--- src/rtl/shift_deser.sv ---
// shift_deser: serial-in / parallel-out deserializer.
// Collects WIDTH bits qualified by bit_valid into a word, MSB-first or
// LSB-first. Completed words go out on data_out with a valid/ready
// handshake. The sticky overrun flag records any word that was dropped.
module shift_deser #(
    parameter int WIDTH = 8,
    parameter int CNTW  = 4
) (
    input  logic             clk,
    input  logic             reset,
    input  logic             enable,
    input  logic             clear,
    input  logic             serial_in,
    input  logic             bit_valid,
    input  logic             msb_first,
    output logic [WIDTH-1:0] data_out,
    output logic             data_valid,
    input  logic             data_ready,
    output logic             overrun,
    output logic [CNTW-1:0]  bit_count,
    output logic             busy
);

    typedef enum logic {IDLE, SHIFT} state_t;

    localparam logic [CNTW-1:0] LAST_CNT = CNTW'(WIDTH - 1);

    state_t           state;
    logic             dir_q;
    logic [WIDTH-1:0] shreg;

    logic             acc;
    logic             dir_eff;
    logic             last_bit;
    logic [WIDTH-1:0] shifted;

    // A bit is taken only when enabled, valid, and not being aborted.
    assign acc = enable & bit_valid & ~clear;

    // The first bit of a word uses the live msb_first; later bits use the
    // direction latched at word start, so mid-word toggles are ignored.
    assign dir_eff = (state == IDLE) ? msb_first : dir_q;

    // The shift register is zero at word start, so one shift expression
    // covers both the first bit and every later bit.
    assign shifted = dir_eff ? {shreg[WIDTH-2:0], serial_in}
                             : {serial_in, shreg[WIDTH-1:1]};

    // The WIDTH-th accepted bit completes the word.
    assign last_bit = (state == SHIFT) && (bit_count == LAST_CNT);

    assign busy = (state == SHIFT);

    // Bit collection FSM plus registered word output, handshake and overrun.
    always_ff @(posedge clk or posedge reset) begin
        if (reset) begin
            state      <= IDLE;
            dir_q      <= 1'b0;
            shreg      <= '0;
            bit_count  <= '0;
            data_out   <= '0;
            data_valid <= 1'b0;
            overrun    <= 1'b0;
        end else begin
            // Collection side: clear aborts the partial word.
            if (clear) begin
                state     <= IDLE;
                shreg     <= '0;
                bit_count <= '0;
            end else if (acc) begin
                case (state)
                    IDLE: begin
                        dir_q     <= msb_first;
                        shreg     <= shifted;
                        bit_count <= CNTW'(1);
                        state     <= SHIFT;
                    end
                    SHIFT: begin
                        if (last_bit) begin
                            shreg     <= '0;
                            bit_count <= '0;
                            state     <= IDLE;
                        end else begin
                            shreg     <= shifted;
                            bit_count <= bit_count + CNTW'(1);
                        end
                    end
                    default: state <= IDLE;
                endcase
            end

            // Output side: a completed word loads if the slot is free or is
            // being consumed at this same edge; otherwise the word is dropped.
            if (acc && last_bit) begin
                if (!data_valid || data_ready) begin
                    data_out   <= shifted;
                    data_valid <= 1'b1;
                end else begin
                    overrun <= 1'b1;
                end
            end else if (data_valid && data_ready) begin
                data_valid <= 1'b0;
            end

            // clear never coincides with a completion, because acc is then 0.
            if (clear) begin
                overrun <= 1'b0;
            end
        end
    end

endmodule
--- config.mk ---
export PLATFORM = sky130hd
export DESIGN_NAME = shift_deser
export DESIGN_NICKNAME = d
export VERILOG_FILES = /design/src/rtl/shift_deser.sv
export SDC_FILE = /design/constraint.sdc
export NUM_CORES = 1
export LEC_CHECK = 0
export ABC_AREA = 1
export BUFFER_PORTS_ARGS = -buffer_cell sky130_fd_sc_hd__buf_2
export CAP_MARGIN = 20
export CELL_PAD_IN_SITES_DETAIL_PLACEMENT = 0
export CELL_PAD_IN_SITES_GLOBAL_PLACEMENT = 1
export CORE_UTILIZATION = 44
export CTS_BUF_LIST = sky130_fd_sc_hd__clkbuf_4
export CTS_CLUSTER_SIZE = 12
export DETAILED_ROUTE_END_ITERATION = 6
export GPL_ROUTABILITY_DRIVEN = 0
export PLACE_DENSITY_LB_ADDON = 0.1
export SLEW_MARGIN = 40
export SYNTH_ARGS = -nofsm -noshare
export SYNTH_HDL_FRONTEND = slang
export SYNTH_SLANG_ARGS = --single-unit
--- constraint.sdc ---
create_clock -name clk -period 3.6 [get_ports clk]
set_input_delay 0 -clock clk [delete_from_list [all_inputs] [get_ports clk]]
set_output_delay 0 -clock clk [all_outputs]
set_load 0.02 [all_outputs]
Word-level counts from Yosys, hierarchy flattened
Cells that the tools add are included.
{"block": "classes", "addsub": 1, "n_mux": 20, "n_reduce_logical": 12, "bitwise": 4, "n_eq_ne": 3}
{"op": "$mux 8", "n": 4}
{"op": "$pmux 8 s2", "n": 1}
{"op": "$mux 4", "n": 3}
{"op": "$mux 1", "n": 10}
{"op": "$pmux 4 s2", "n": 1}
{"op": "$reduce_and 2->1", "n": 4}
{"op": "$reduce_bool 2->1", "n": 3}
{"op": "$add 4x1->4 const B", "n": 1}
{"op": "$eq 4x3->1 const B", "n": 1}
{"op": "$logic_and 1x1->1", "n": 3}
{"op": "$and 1x1->1", "n": 2}
{"op": "$ne 2x1->1 const B", "n": 1}
{"op": "$ne 2x2->1 const B", "n": 1}
{"op": "$not 1->1", "n": 2}
{"op": "$pmux 1 s2", "n": 1}
{"op": "$logic_not 1->1", "n": 1}
{"op": "$logic_or 1x1->1", "n": 1}
{"block": "word_totals", "output_inout_bits": 15, "ff_bits": 24, "elab_cells": 47, "inputBits": 8}

Logic depth before layout (Yosys ltp)
Gate-level depths: netlist (run 1).
{"block": "depth", "depth_word": 6, "mapped_depth": 7, "depth_no_buf": 7}

Least setup slack after synthesis (run 1)
OpenSTA, ideal clock, no wires.
{"block": "synth_timing", "kind": "flip-flop to flip-flop", "start": "register bit_count[0]", "end": "register data_out[0]", "slack_ns": 2.197, "path_stages_with_launch": 7, "n_path_buf": 0, "synth_period_minus_slack_ns": 1.403, "required_time_ns": 3.484, "arrival_time_ns": 1.286, "setup_time_ns": 0.116, "cell_sequence": "dfrtp_1 > ha_1 > nand2_2 > nor2_4 > nand3_2 > nand2_1 > nand2_1"}
{"block": "synth_via", "elab_chain_len": 4}
{"item": "start: declaration", "line": "20", "text": "output logic [CNTW-1:0] bit_count,"}
{"item": "start signal: assignment", "line": "85", "text": "bit_count <= bit_count + CNTW'(1);"}
{"item": "$eq 4x3->1", "line": "50", "text": "assign last_bit = (state == SHIFT) && (bit_count == LAST_CNT);"}
{"item": "$logic_and 1x1->1", "line": "50"}
{"item": "$logic_and 1x1->1", "line": "94", "text": "if (acc && last_bit) begin"}
{"item": "$reduce_and 2->1 (no line)"}
{"item": "end signal: assignment", "line": "96", "text": "data_out <= shifted;"}
{"item": "end: declaration", "line": "16", "text": "output logic [WIDTH-1:0] data_out,"}
No other way between the ends.
A chain may end at the register's enable or synchronous reset.

Final worst setup path (run 1)
{"block": "layout_timing", "start": "register bit_count[0]", "end": "register data_out[1]"}
The elaborated chain is that of the path after synthesis.

==> results of run 1 <==
layer usage:
metal	vias up	global-route usage (%)	share of wire [%]
met5	-	0	0
met4	0	5.26	0.67
met3	2	2.87	3.6
met2	17	30.4	43
met1	434	28.0	52
li1	506	-	-
metrics by stage:
step                instances  cell area (um2)  total power (uW)  hold WS (ns)
finish                    202             1370               521        0.0106
floorplan                 145             1160               312        0.0146
global placement          196             1300               325         0.234
detailed placement        196             1300               326        0.0621
CTS                       202             1370               526       0.00903
global route              202             1370               540        0.0417
kinds of logic after synthesis:
family | synth area share [%]
compound gates | 2.81
xor+xnor | 0.756
fa+ha+maj | 1.08
buf+inv | 3.35
flops | 51.8
simple gates | 40.2
worst max-delay path, cell delays in order, from the launching register on:
cell and delay (ns):
sky130_fd_sc_hd__dfrtp_1 0.43, sky130_fd_sc_hd__ha_1 0.24, sky130_fd_sc_hd__nand2_2 0.08, sky130_fd_sc_hd__nor2_4 0.20
sky130_fd_sc_hd__nand3_2 0.19, sky130_fd_sc_hd__nand2_1 0.11, sky130_fd_sc_hd__nand2_1 0.06
worst max path at each step:
stage / start / to / slack, ns / cells past startpoint
2_1_floorplan: bit_count[0]$_DFFE_PP0P_ / data_out[0]$_DFFE_PP0P_ / 2.20 / 6
3_3_place_gp: bit_count[0]$_DFFE_PP0P_ / data_out[2]$_DFFE_PP0P_ / 2.26 / 6
3_5_place_dp: bit_count[0]$_DFFE_PP0P_ / data_out[1]$_DFFE_PP0P_ / 2.22 / 6
4_1_cts: bit_count[0]$_DFFE_PP0P_ / data_out[1]$_DFFE_PP0P_ / 2.21 / 6
5_1_grt: bit_count[0]$_DFFE_PP0P_ / data_out[3]$_DFFE_PP0P_ / 2.06 / 6
6_report: bit_count[0]$_DFFE_PP0P_ / data_out[1]$_DFFE_PP0P_ / 2.20 / 6
synth_stat cells (all sizes together):
cell type,instances,area share (%)
nand2,85,29
dfrtp,24,52
nand3,12,5.6
inv,9,2.9
nor2,6,5.3
o21ai,3,1.3
a21oi,1,0.43
a31oi,1,0.54
buf,1,0.43
ha,1,1.1
o22ai,1,0.54
xor2,1,0.76
power breakdown:
group	total [uW]	internal, uW	switching, uW
registers	279	274	4.90
clock network	199	113	86.3
logic	42.6	12.5	30.1
flip-flops by register name (all words and copies together) (netlist names):
name        count
bit_count       4
busy            1
data_out        8
data_valid      1
dir_q           1
overrun         1
shreg           8
cell type report:
| class | instances | area [um2] | area share (%) |
|---|---|---|---|
| Clock buffer | 3 | 22.5 | 1.64 |
| Sequential cell | 24 | 601 | 43.7 |
| Inverter | 9 | 33.8 | 2.46 |
| Clock inverter | 1 | 30.0 | 2.19 |
| Tap cell | 30 | 37.5 | 2.73 |
| Multi-Input combinational cell | 111 | 519 | 37.8 |
| Timing Repair Buffer | 24 | 130 | 9.47 |
==> flow_summary.rst, run 1 <==
.. list-table::
   :header-rows: 1

   * - Metric
     - Value
   * - Unrepaired setup endpoints after global routing
     - no
   * - Starting DRC count in detailed routing
     - 15
   * - Final critical path time including I/O delays and setup
     - 1.40 ns
   * - Height of the die
     - 53.3 um
   * - Library cells used by synthesis
     - 18
   * - Antenna cell count
     - 0
   * - Number of global-route vias before repair
     - 888
   * - Max-slew violations
     - 0
   * - Critical Path Source Type
     - flip-flop
   * - Max FO, Critical Path
     - 8
   * - Total of fill cells in the finished design
     - 262
   * - Final core utilization
     - 55.5%
   * - WHS Endpoint
     - shreg[0]$_DFFE_PP0P_
   * - CTS tree
     - done
   * - Outcome
     - finished, final reports clean
   * - Post-synthesis cell count
     - 145
   * - Maximum clock skew at final layout
     - 0.00542 ns
   * - Type of the worst setup path
     - reg -> reg
   * - Global-route usage over all layers
     - 19.6%
   * - Hold path start
     - serial_in
   * - Half-perimeter wire length after placement
     - 1700 um
   * - Number of synthesis warnings
     - 0
   * - Period Utilization, post-route
     - 39.0%
   * - Hold-fix buffers at CTS
     - 2
   * - Global route overflow
     - 0
   * - Relative slew slack
     - 66.3%
   * - Critical Path AT
     - 1.63 ns
   * - Peak Freq
     - 712 MHz
   * - Most frequent cells in the layout
     - sky130_fd_sc_hd__nand2_1 (79), sky130_fd_sc_hd__dfrtp_1 (24), sky130_fd_sc_hd__buf_2 (22)
   * - Worst Setup End Kind
     - flip-flop
   * - Sequential cell area fraction in the yosys report
     - 51.8%
   * - Final hold violation count
     - 0
   * - Leakage dissipation
     - 0.000809 uW
   * - Remaining antenna violation count
     - 0
   * - Setup slack of the worst register-to-register path
     - 2.20 ns
   * - Power density normalized to cell area
     - 379 nW/um2
   * - Clock tree buffer depth
     - 2
   * - Leading cell type in the layout, fill and taps excluded
     - sky130_fd_sc_hd__nand2_1
   * - Starting utilization of the core area
     - 46.8%
   * - First-pass detailed-route iteration total
     - 4
   * - Die ar.
     - 2840 um2
   * - Avg Cell Area, Syn
     - 7.99 um2
   * - Min-Delay Path Depth
     - 5
   * - Reported max-cap violation count
     - 0
   * - Number of storage elements in the synthesis netlist
     - 24
   * - Share of layout cells above drive strength 1
     - 23.3%
   * - Detailed-route via count
     - 959
   * - Initial antenna violation count
     - 0
   * - Drt drc
     - 0
   * - Horiz. Die Dim
     - 53.3 um
   * - Count of input and output buffers
     - 22
   * - Number of primary I/O pins
     - 23
   * - Number of placement rows
     - 18
   * - Avg WL per Cell
     - 11.9 um
   * - Required time at the endpoint of the critical path
     - 3.83 ns
   * - Worst-skew pair later-pin latency
     - 0.32 ns
   * - Sum of negative setup slack
     - 0 ns
   * - Number of buffers inserted during clock tree synthesis
     - 3
   * - Post-CTS Repair Setup Buffers
     - 0
   * - Maximum number of pins on one net before global-route repair
     - 25
   * - Layout overhead on the synthesized area
     - 18.6%
   * - Core Area
     - 2480 um2
   * - R2R depth
     - 6
   * - Worst vdd ir
     - 0.000215 V
   * - Worst-case setup slack after placement
     - 2.22 ns
   * - Sink count of the clock tree
     - 24
   * - Global-route wire length before repair
     - 4040 um
   * - Final net count
     - 182
   * - Number of nets in the synthesized netlist
     - 154
   * - CTS H-tree depth
     - 1
   * - Critical register-to-register path startpoint
     - bit_count[0]$_DFFE_PP0P_
   * - Worst Slack Setup Final
     - 2.20 ns
   * - Number of setup violations in the final report
     - 0
   * - Worst slew pin tran
     - 0.505 ns
   * - Post-synthesis instance area
     - 1160 um2
   * - Clock transition at path regs
     - 0.14 ns
   * - WL final
     - 2400 um
   * - R2r endpoint
     - data_out[1]$_DFFE_PP0P_
   * - Resize count post-CTS
     - 0
   * - Class of the worst hold path
     - in -> reg
   * - Mean number of vias per cell
     - 4.75
   * - Master cell of the clock root buffer
     - sky130_fd_sc_hd__clkbuf_4
(Power assumes the default switching activity.)
==> inputs of run 2 (changes only) <==
--- a/config.mk
+++ b/config.mk
@@ -10,7 +10,7 @@
 export CAP_MARGIN = 20
 export CELL_PAD_IN_SITES_DETAIL_PLACEMENT = 0
 export CELL_PAD_IN_SITES_GLOBAL_PLACEMENT = 1
-export CORE_UTILIZATION = 44
+export CORE_UTILIZATION = 37
 export CTS_BUF_LIST = sky130_fd_sc_hd__clkbuf_4
 export CTS_CLUSTER_SIZE = 12
 export DETAILED_ROUTE_END_ITERATION = 6
==> constraint.sdc (replaced) <==
create_clock -name clk -period 1.2 [get_ports clk]
set_input_delay 0 -clock clk [delete_from_list [all_inputs] [get_ports clk]]
set_output_delay 0 -clock clk [all_outputs]
set_load 0.02 [all_outputs]
==> flow_summary.rst, run 2 (same netlist as run 1, synthesis figures left out) <==
.. list-table::
   :header-rows: 1

   * - Metric
     - Value
   * - Outcome
     - finished with violations
   * - Violated checks
     - DRC, setup timing
   * - Worst-skew pair later-pin latency
     - 0.30 ns
   * - Core Area
     - 2850 um2
   * - Count of input and output buffers
     - 22
   * - Worst Setup End Kind
     - flip-flop
   * - Reported max-cap violation count
     - 0
   * - Class of the worst hold path
     - in -> reg
   * - Final hold violation count
     - 0
   * - Period Utilization, post-route
     - 102%
   * - Final net count
     - 198
   * - Detailed-route via count
     - 1015
   * - Remaining antenna violation count
     - 0
   * - Leading cell type in the layout, fill and taps excluded
     - sky130_fd_sc_hd__nand2_1
   * - Master cell of the clock root buffer
     - sky130_fd_sc_hd__clkbuf_4
   * - Antenna cell count
     - 0
   * - Largest registers
     - data_out x8, shreg x8, bit_count x4
   * - Area of the multi-input gates
     - 543 um2
   * - Number of global-route vias before repair
     - 985
   * - Clock transition at path regs
     - 0.13 ns
   * - Required time at the endpoint of the critical path
     - 1.46 ns
   * - Global route overflow
     - 0
   * - Max FO, Critical Path
     - 8
   * - Height of the die
     - 58.0 um
   * - Number of placement rows
     - 19
   * - Leakage dissipation
     - 0.000870 uW
   * - Avg WL per Cell
     - 11.0 um
   * - Initial antenna violation count
     - 0
   * - Max-slew violations
     - 0
   * - Share of layout cells above drive strength 1
     - 30.3%
   * - Horiz. Die Dim
     - 58.0 um
   * - Relative slew slack
     - 74.0%
   * - CTS H-tree depth
     - 1
   * - Worst Slack Setup Final
     - -0.0222 ns
   * - Maximum number of pins on one net before global-route repair
     - 25
   * - Most frequent cells in the layout
     - sky130_fd_sc_hd__nand2_1 (79), sky130_fd_sc_hd__dfrtp_1 (22), sky130_fd_sc_hd__buf_2 (22)
   * - Number of buffers inserted during clock tree synthesis
     - 3
   * - Sink count of the clock tree
     - 24
   * - Starting utilization of the core area
     - 40.6%
   * - Unrepaired setup endpoints after global routing
     - yes
   * - WL final
     - 2420 um
   * - Half-perimeter wire length after placement
     - 1770 um
   * - Mean number of vias per cell
     - 4.63
   * - Number of setup violations in the final report
     - 8
   * - Final core utilization
     - 52.5%
   * - Layout overhead on the synthesized area
     - 29.3%
   * - Type of the worst setup path
     - reg -> reg
   * - Peak Freq
     - 818 MHz
   * - Global-route usage over all layers
     - 16.8%
   * - Worst vdd ir
     - 0.000350 V
   * - First-pass detailed-route iteration total
     - 6
   * - Critical Path Source Type
     - flip-flop
   * - Critical Path AT
     - 1.48 ns
   * - Starting DRC count in detailed routing
     - 24
   * - Clock tree buffer depth
     - 2
   * - Flip-flop and latch area
     - 603 um2
   * - Final critical path time including I/O delays and setup
     - 1.22 ns
   * - Maximum clock skew at final layout
     - 0.00129 ns
   * - Global-route wire length before repair
     - 4420 um
   * - Sum of negative setup slack
     - -0.122 ns
   * - Number of primary I/O pins
     - 23
   * - Die ar.
     - 3360 um2
   * - Worst slew pin tran
     - 0.390 ns
   * - CTS tree
     - done
   * - Power density normalized to cell area
     - 909 nW/um2
   * - Total of fill cells in the finished design
     - 283
   * - Drt drc
     - 4
-- run 2: cell types whose count changed in the layout (fill, tap and decap cells not counted), sizes merged --
cell / delta
buf: +15
dlygate4sd3: +1
clkinv: +1
bufinv: -1
-- run 2: through the flow --
stage | total power [uW] | worst slack, ns | std cells | hold WS [ns] | instance area (um2)
floorplan | 939 | -0.0440 | 145 | 0.0145 | 1180
global placement | 1010 | 0.0204 | 212 | 0.0575 | 1440
detailed placement | 1010 | -0.00961 | 212 | 0.0678 | 1440
CTS | 1380 | -0.0379 | 219 | 0.0235 | 1490
global route | 1440 | -0.113 | 219 | 0.0415 | 1500
finish | 1360 | -0.0222 | 219 | 0.0287 | 1500
-- run 2: worst paths after layout --
path	slack, ns	end	cells after the start	from
setup / recovery	-0.02	data_out[1]$_DFFE_PP0P_	7	bit_count[1]$_DFFE_PP0P_
hold / removal	0.03	shreg[0]$_DFFE_PP0P_	5	serial_in
max in group asynchronous	0.68	bit_count[0]$_DFFE_PP0P_	4	reset
setup reg to reg	-0.02	data_out[1]$_DFFE_PP0P_	7	bit_count[1]$_DFFE_PP0P_
hold reg to reg	0.49	data_out[4]$_DFFE_PP0P_	2	data_out[4]$_DFFE_PP0P_
min in group asynchronous	0.26	overrun$_DFFE_PP0P_	4	reset
-- run 2: worst max-delay path, stage by stage (launching register included) --
cell and delay [ns]:
sky130_fd_sc_hd__dfrtp_2 0.41, sky130_fd_sc_hd__ha_4 0.14, sky130_fd_sc_hd__nand2_2 0.06, sky130_fd_sc_hd__nor2_4 0.20, sky130_fd_sc_hd__nand2_4 0.11, sky130_fd_sc_hd__nor2_8 0.13
sky130_fd_sc_hd__nand2_1 0.07, sky130_fd_sc_hd__nand2_1 0.05
-- run 2: per-layer routing --
metal	track usage [%]	routed length, um	vias to the layer above
li1	-	-	542
met1	24.0	1290	449
met2	26.8	1020	22
met3	2.01	88	2
met4	5.10	12	0
met5	0	0	-
-- run 2: timing repair --
| item | in CTS | in global routing |
|---|---|---|
| hold endpoints to repair | 26 | 0 |
| gates resized for setup | 0 | 3 |
| endpoints found under the setup margin | 8 | 18 |
| buffers inserted | 0 | 0 |
| hold buffers | 3 | 0 |
| pin swaps | 3 | 1 |
-- run 2: cell type report --
type,count,area share [%]
Sequential cell,24,40.3
Inverter,9,2.26
Multi-Input combinational cell,111,36.3
Clock inverter,1,0.251
Timing Repair Buffer,40,16.9
Tap cell,31,2.59
Clock buffer,3,1.50
-- run 2: power by group --
part           internal [uW]  total [uW]  leakage [uW]  switching, uW
Sequential               823         836      0.000327           12.8
Clock                    121         358     0.0000154            237
Combinational           65.9         167      0.000527            101
Total                   1010        1360      0.000870            350
==> inputs of run 3 (changes only) <==
--- a/config.mk
+++ b/config.mk
@@ -5,12 +5,11 @@
 export SDC_FILE = /design/constraint.sdc
 export NUM_CORES = 1
 export LEC_CHECK = 0
-export ABC_AREA = 1
 export BUFFER_PORTS_ARGS = -buffer_cell sky130_fd_sc_hd__buf_2
 export CAP_MARGIN = 20
 export CELL_PAD_IN_SITES_DETAIL_PLACEMENT = 0
 export CELL_PAD_IN_SITES_GLOBAL_PLACEMENT = 1
-export CORE_UTILIZATION = 37
+export CORE_UTILIZATION = 40
 export CTS_BUF_LIST = sky130_fd_sc_hd__clkbuf_4
 export CTS_CLUSTER_SIZE = 12
 export DETAILED_ROUTE_END_ITERATION = 6
==> flow_summary.rst, run 3 <==
.. list-table::
   :header-rows: 1

   * - Metric
     - Value
   * - Layout overhead on the synthesized area
     - 42.5%
   * - Hold slack final
     - 0.0849 ns
   * - Fraction of power consumed by sequential logic
     - 58.7%
   * - Type of the worst setup path
     - reg -> reg
   * - Clock share of power
     - 26.9%
   * - Switching power
     - 349 uW
   * - Critical Path AT
     - 1.77 ns
   * - Final critical path time including I/O delays and setup
     - 1.57 ns
   * - Cell with the biggest individual delay on the critical path
     - sky130_fd_sc_hd__dfrtp_2
   * - Antenna cell count
     - 0
   * - Number of global-route vias before repair
     - 771
   * - Max-slew violations
     - 0
   * - Sink count of the clock tree
     - 24
   * - Cell class contributing the biggest share of worst-path delay
     - multiplexers
   * - Reported max-cap violation count
     - 0
   * - First-pass detailed-route iteration total
     - 4
   * - Number of nets in the synthesized netlist
     - 93
   * - Worst Setup End Kind
     - flip-flop
   * - Power density normalized to cell area
     - 929 nW/um2
   * - Total power consumption of the routed design
     - 1440 uW
   * - Drt drc
     - 0
   * - Placed Cells
     - 145
   * - Height of the die
     - 54.1 um
   * - Avg WL per Cell
     - 15.3 um
   * - Number of buffers inserted during clock tree synthesis
     - 3
   * - Post-synthesis cell count
     - 84
   * - Asr flop ratio synth
     - 100%
   * - Maximum number of pins on one net before global-route repair
     - 25
   * - Mean number of vias per cell
     - 5.10
   * - Maximum clock skew at final layout
     - 0.00749 ns
   * - Period Utilization, post-route
     - 131%
   * - Starting DRC count in detailed routing
     - 10
   * - Hold path start
     - data_ready
   * - Outcome
     - finished with violations
   * - Biggest area consumer among synthesized cells
     - sky130_fd_sc_hd__dfrtp_1
   * - CTS tree
     - done
   * - Most common library cells after synthesis
     - sky130_fd_sc_hd__dfrtp_1 (24), sky130_fd_sc_hd__mux2_2 (15), sky130_fd_sc_hd__a32o_1 (9)
   * - Most instantiated library cell after synthesis
     - sky130_fd_sc_hd__dfrtp_1
   * - Clock tree buffer depth
     - 2
   * - Count of input and output buffers
     - 22
   * - Half-perimeter wire length after placement
     - 1590 um
   * - Peak Freq
     - 638 MHz
   * - Most frequent cells in the layout
     - sky130_fd_sc_hd__buf_2 (22), sky130_fd_sc_hd__dfrtp_1 (21), sky130_fd_sc_hd__buf_4 (16)
   * - Top post-synthesis cells by area
     - sky130_fd_sc_hd__dfrtp_1 (55%), sky130_fd_sc_hd__mux2_2 (16%), sky130_fd_sc_hd__a32o_1 (8.3%)
   * - Internal power
     - 1090 uW
   * - Class of the worst hold path
     - in -> reg
   * - Number of primary I/O pins
     - 23
   * - Worst vdd ir
     - 0.000939 V
   * - Starting utilization of the core area
     - 43.1%
   * - Number of placement rows
     - 18
   * - Unrepaired setup endpoints after global routing
     - yes
   * - Number of synthesis warnings
     - 0
   * - Biggest cell delay along the critical path
     - 0.44 ns
   * - Global-route wire length before repair
     - 3730 um
   * - Clock transition at path regs
     - 0.13 ns
   * - Main flop type after synthesis
     - sky130_fd_sc_hd__dfrtp_1
   * - Violated checks
     - setup timing
   * - Global route overflow
     - 0
   * - Critical Path Source Type
     - flip-flop
   * - Largest registers
     - data_out x8, shreg x8, bit_count x4
   * - Critical register-to-register path startpoint
     - busy$_DFFE_PP0P_
   * - Global-route usage over all layers
     - 18.7%
   * - Library cells used by synthesis
     - 19
   * - Initial antenna violation count
     - 0
   * - Cell repeated most along the worst path
     - sky130_fd_sc_hd__mux2_4
   * - Die ar.
     - 2930 um2
   * - Required time at the endpoint of the critical path
     - 1.41 ns
   * - Synth top area share
     - 55.2%
   * - Ordered cell list for the critical path
     - mux2i_4 > buf_12 > mux2_4 > mux2_4
   * - Final hold violation count
     - 0
   * - Combinational cell fraction of total power
     - 14.3%
   * - Core Area
     - 2520 um2
   * - CTS H-tree depth
     - 1
   * - Max FO, Critical Path
     - 7
   * - Worst Slack Setup Final
     - -0.368 ns
   * - Share of layout cells above drive strength 1
     - 57.8%
   * - Count of buffering cells on the critical path with inverters included
     - 1
   * - Relative slew slack
     - 79.3%
   * - Startpoint of the worst setup timing path
     - busy$_DFFE_PP0P_
   * - Leakage dissipation
     - 0.000793 uW
   * - Sequential cell area fraction in the yosys report
     - 55.2%
   * - Remaining antenna violation count
     - 0
   * - Horiz. Die Dim
     - 54.1 um
   * - Worst slew pin tran
     - 0.311 ns
   * - Post-Layout Cell Count
     - 158
   * - Net switching share of the total power
     - 24.3%
   * - Number of storage elements in the synthesis netlist
     - 24
   * - Number of setup violations in the final report
     - 22
   * - Avg Cell Area, Syn
     - 12.9 um2
   * - Worst-skew pair later-pin latency
     - 0.31 ns
   * - Final net count
     - 138
   * - Detailed-route via count
     - 806
   * - Number of synthesized flops with an enable pin
     - 0
   * - WL final
     - 2420 um
   * - Master cell of the clock root buffer
     - sky130_fd_sc_hd__clkbuf_4
   * - Post-synthesis instance area
     - 1090 um2
   * - Leading cell type in the layout, fill and taps excluded
     - sky130_fd_sc_hd__buf_2
run 3: path summary, 6_finish.rpt:
kind | endpoint | slack, ns | depth (start not counted)
worst min-delay path | data_valid$_DFFE_PP0P_ | 0.08 | 4
min in group asynchronous | bit_count[2]$_DFFE_PP0P_ | 0.26 | 4
worst min register to register | shreg[0]$_DFFE_PP0P_ | 0.52 | 1
worst max register to register | data_out[5]$_DFFE_PP0P_ | -0.37 | 4
max in group asynchronous | busy$_DFFE_PP0P_ | 0.69 | 4
worst max-delay path | data_out[5]$_DFFE_PP0P_ | -0.37 | 4
run 3: repair_timing:
action,4_1_cts,5_1_grt
resized for setup,19,9
cloned,1,0
endpoints found under the setup margin,22,24
hold buffers,3,0
endpoints found under the hold margin,26,0
buffers inserted,4,1
pin swaps,11,1
run 3: layer usage:
layer  part of all wire (%)  vias up  GRT usage [%]
li1                       -      398              -
met5                      0        -              0
met2                     46       18           27.6
met4                   0.41        0           3.85
met3                    3.7        2           5.93
met1                     50      388           26.7
run 3: kinds of logic after synthesis:
group                    share of synthesized area [%]
flip-flops                                        55.2
multiplexers                                      19.4
AND/OR/NAND/NOR                                   7.83
AO/OA/AOI/OAI                                     10.7
buffers and inverters                             4.03
XOR/XNOR                                          1.61
adder cells (fa/ha/maj)                           1.15
run 3: worst register-to-register path, delay by kind of cell, from the launching register on:
kind / cells / cell delay, ns
mux: 3 / 0.86
flops: 1 / 0.44
buf+inv: 1 / 0.16
run 3: layout make-up:
class                      instances  area [um2]
multi-input combinational         51         548
sequential                        24         604
clock buffer                       4        30.0
tap                               30        37.5
timing repair buffer              45         314
fill                             216         973
inverter                           4        15.0
run 3: power groups by stage:
stage               clock network (uW)  logic [uW]  registers [uW]
floorplan                            0        87.7             866
global placement                     0         146             860
detailed placement                   0         149             861
CTS                                403         197             845
global route                       437         223             848
finish                             388         206             845
run 3: per-stage QoR:
step | TNS [ns] | area, um2 | util (%) | setup slack [ns]
after floorplan | -6.13 | 1110 | - | -0.425
after global placement | -5.31 | 1330 | 52.6 | -0.359
after detailed placement | -6.04 | 1330 | 52.6 | -0.412
after CTS | -5.24 | 1500 | 59.6 | -0.352
after global routing | -6.48 | 1550 | 61.4 | -0.403
final | -5.38 | 1550 | 61.4 | -0.368
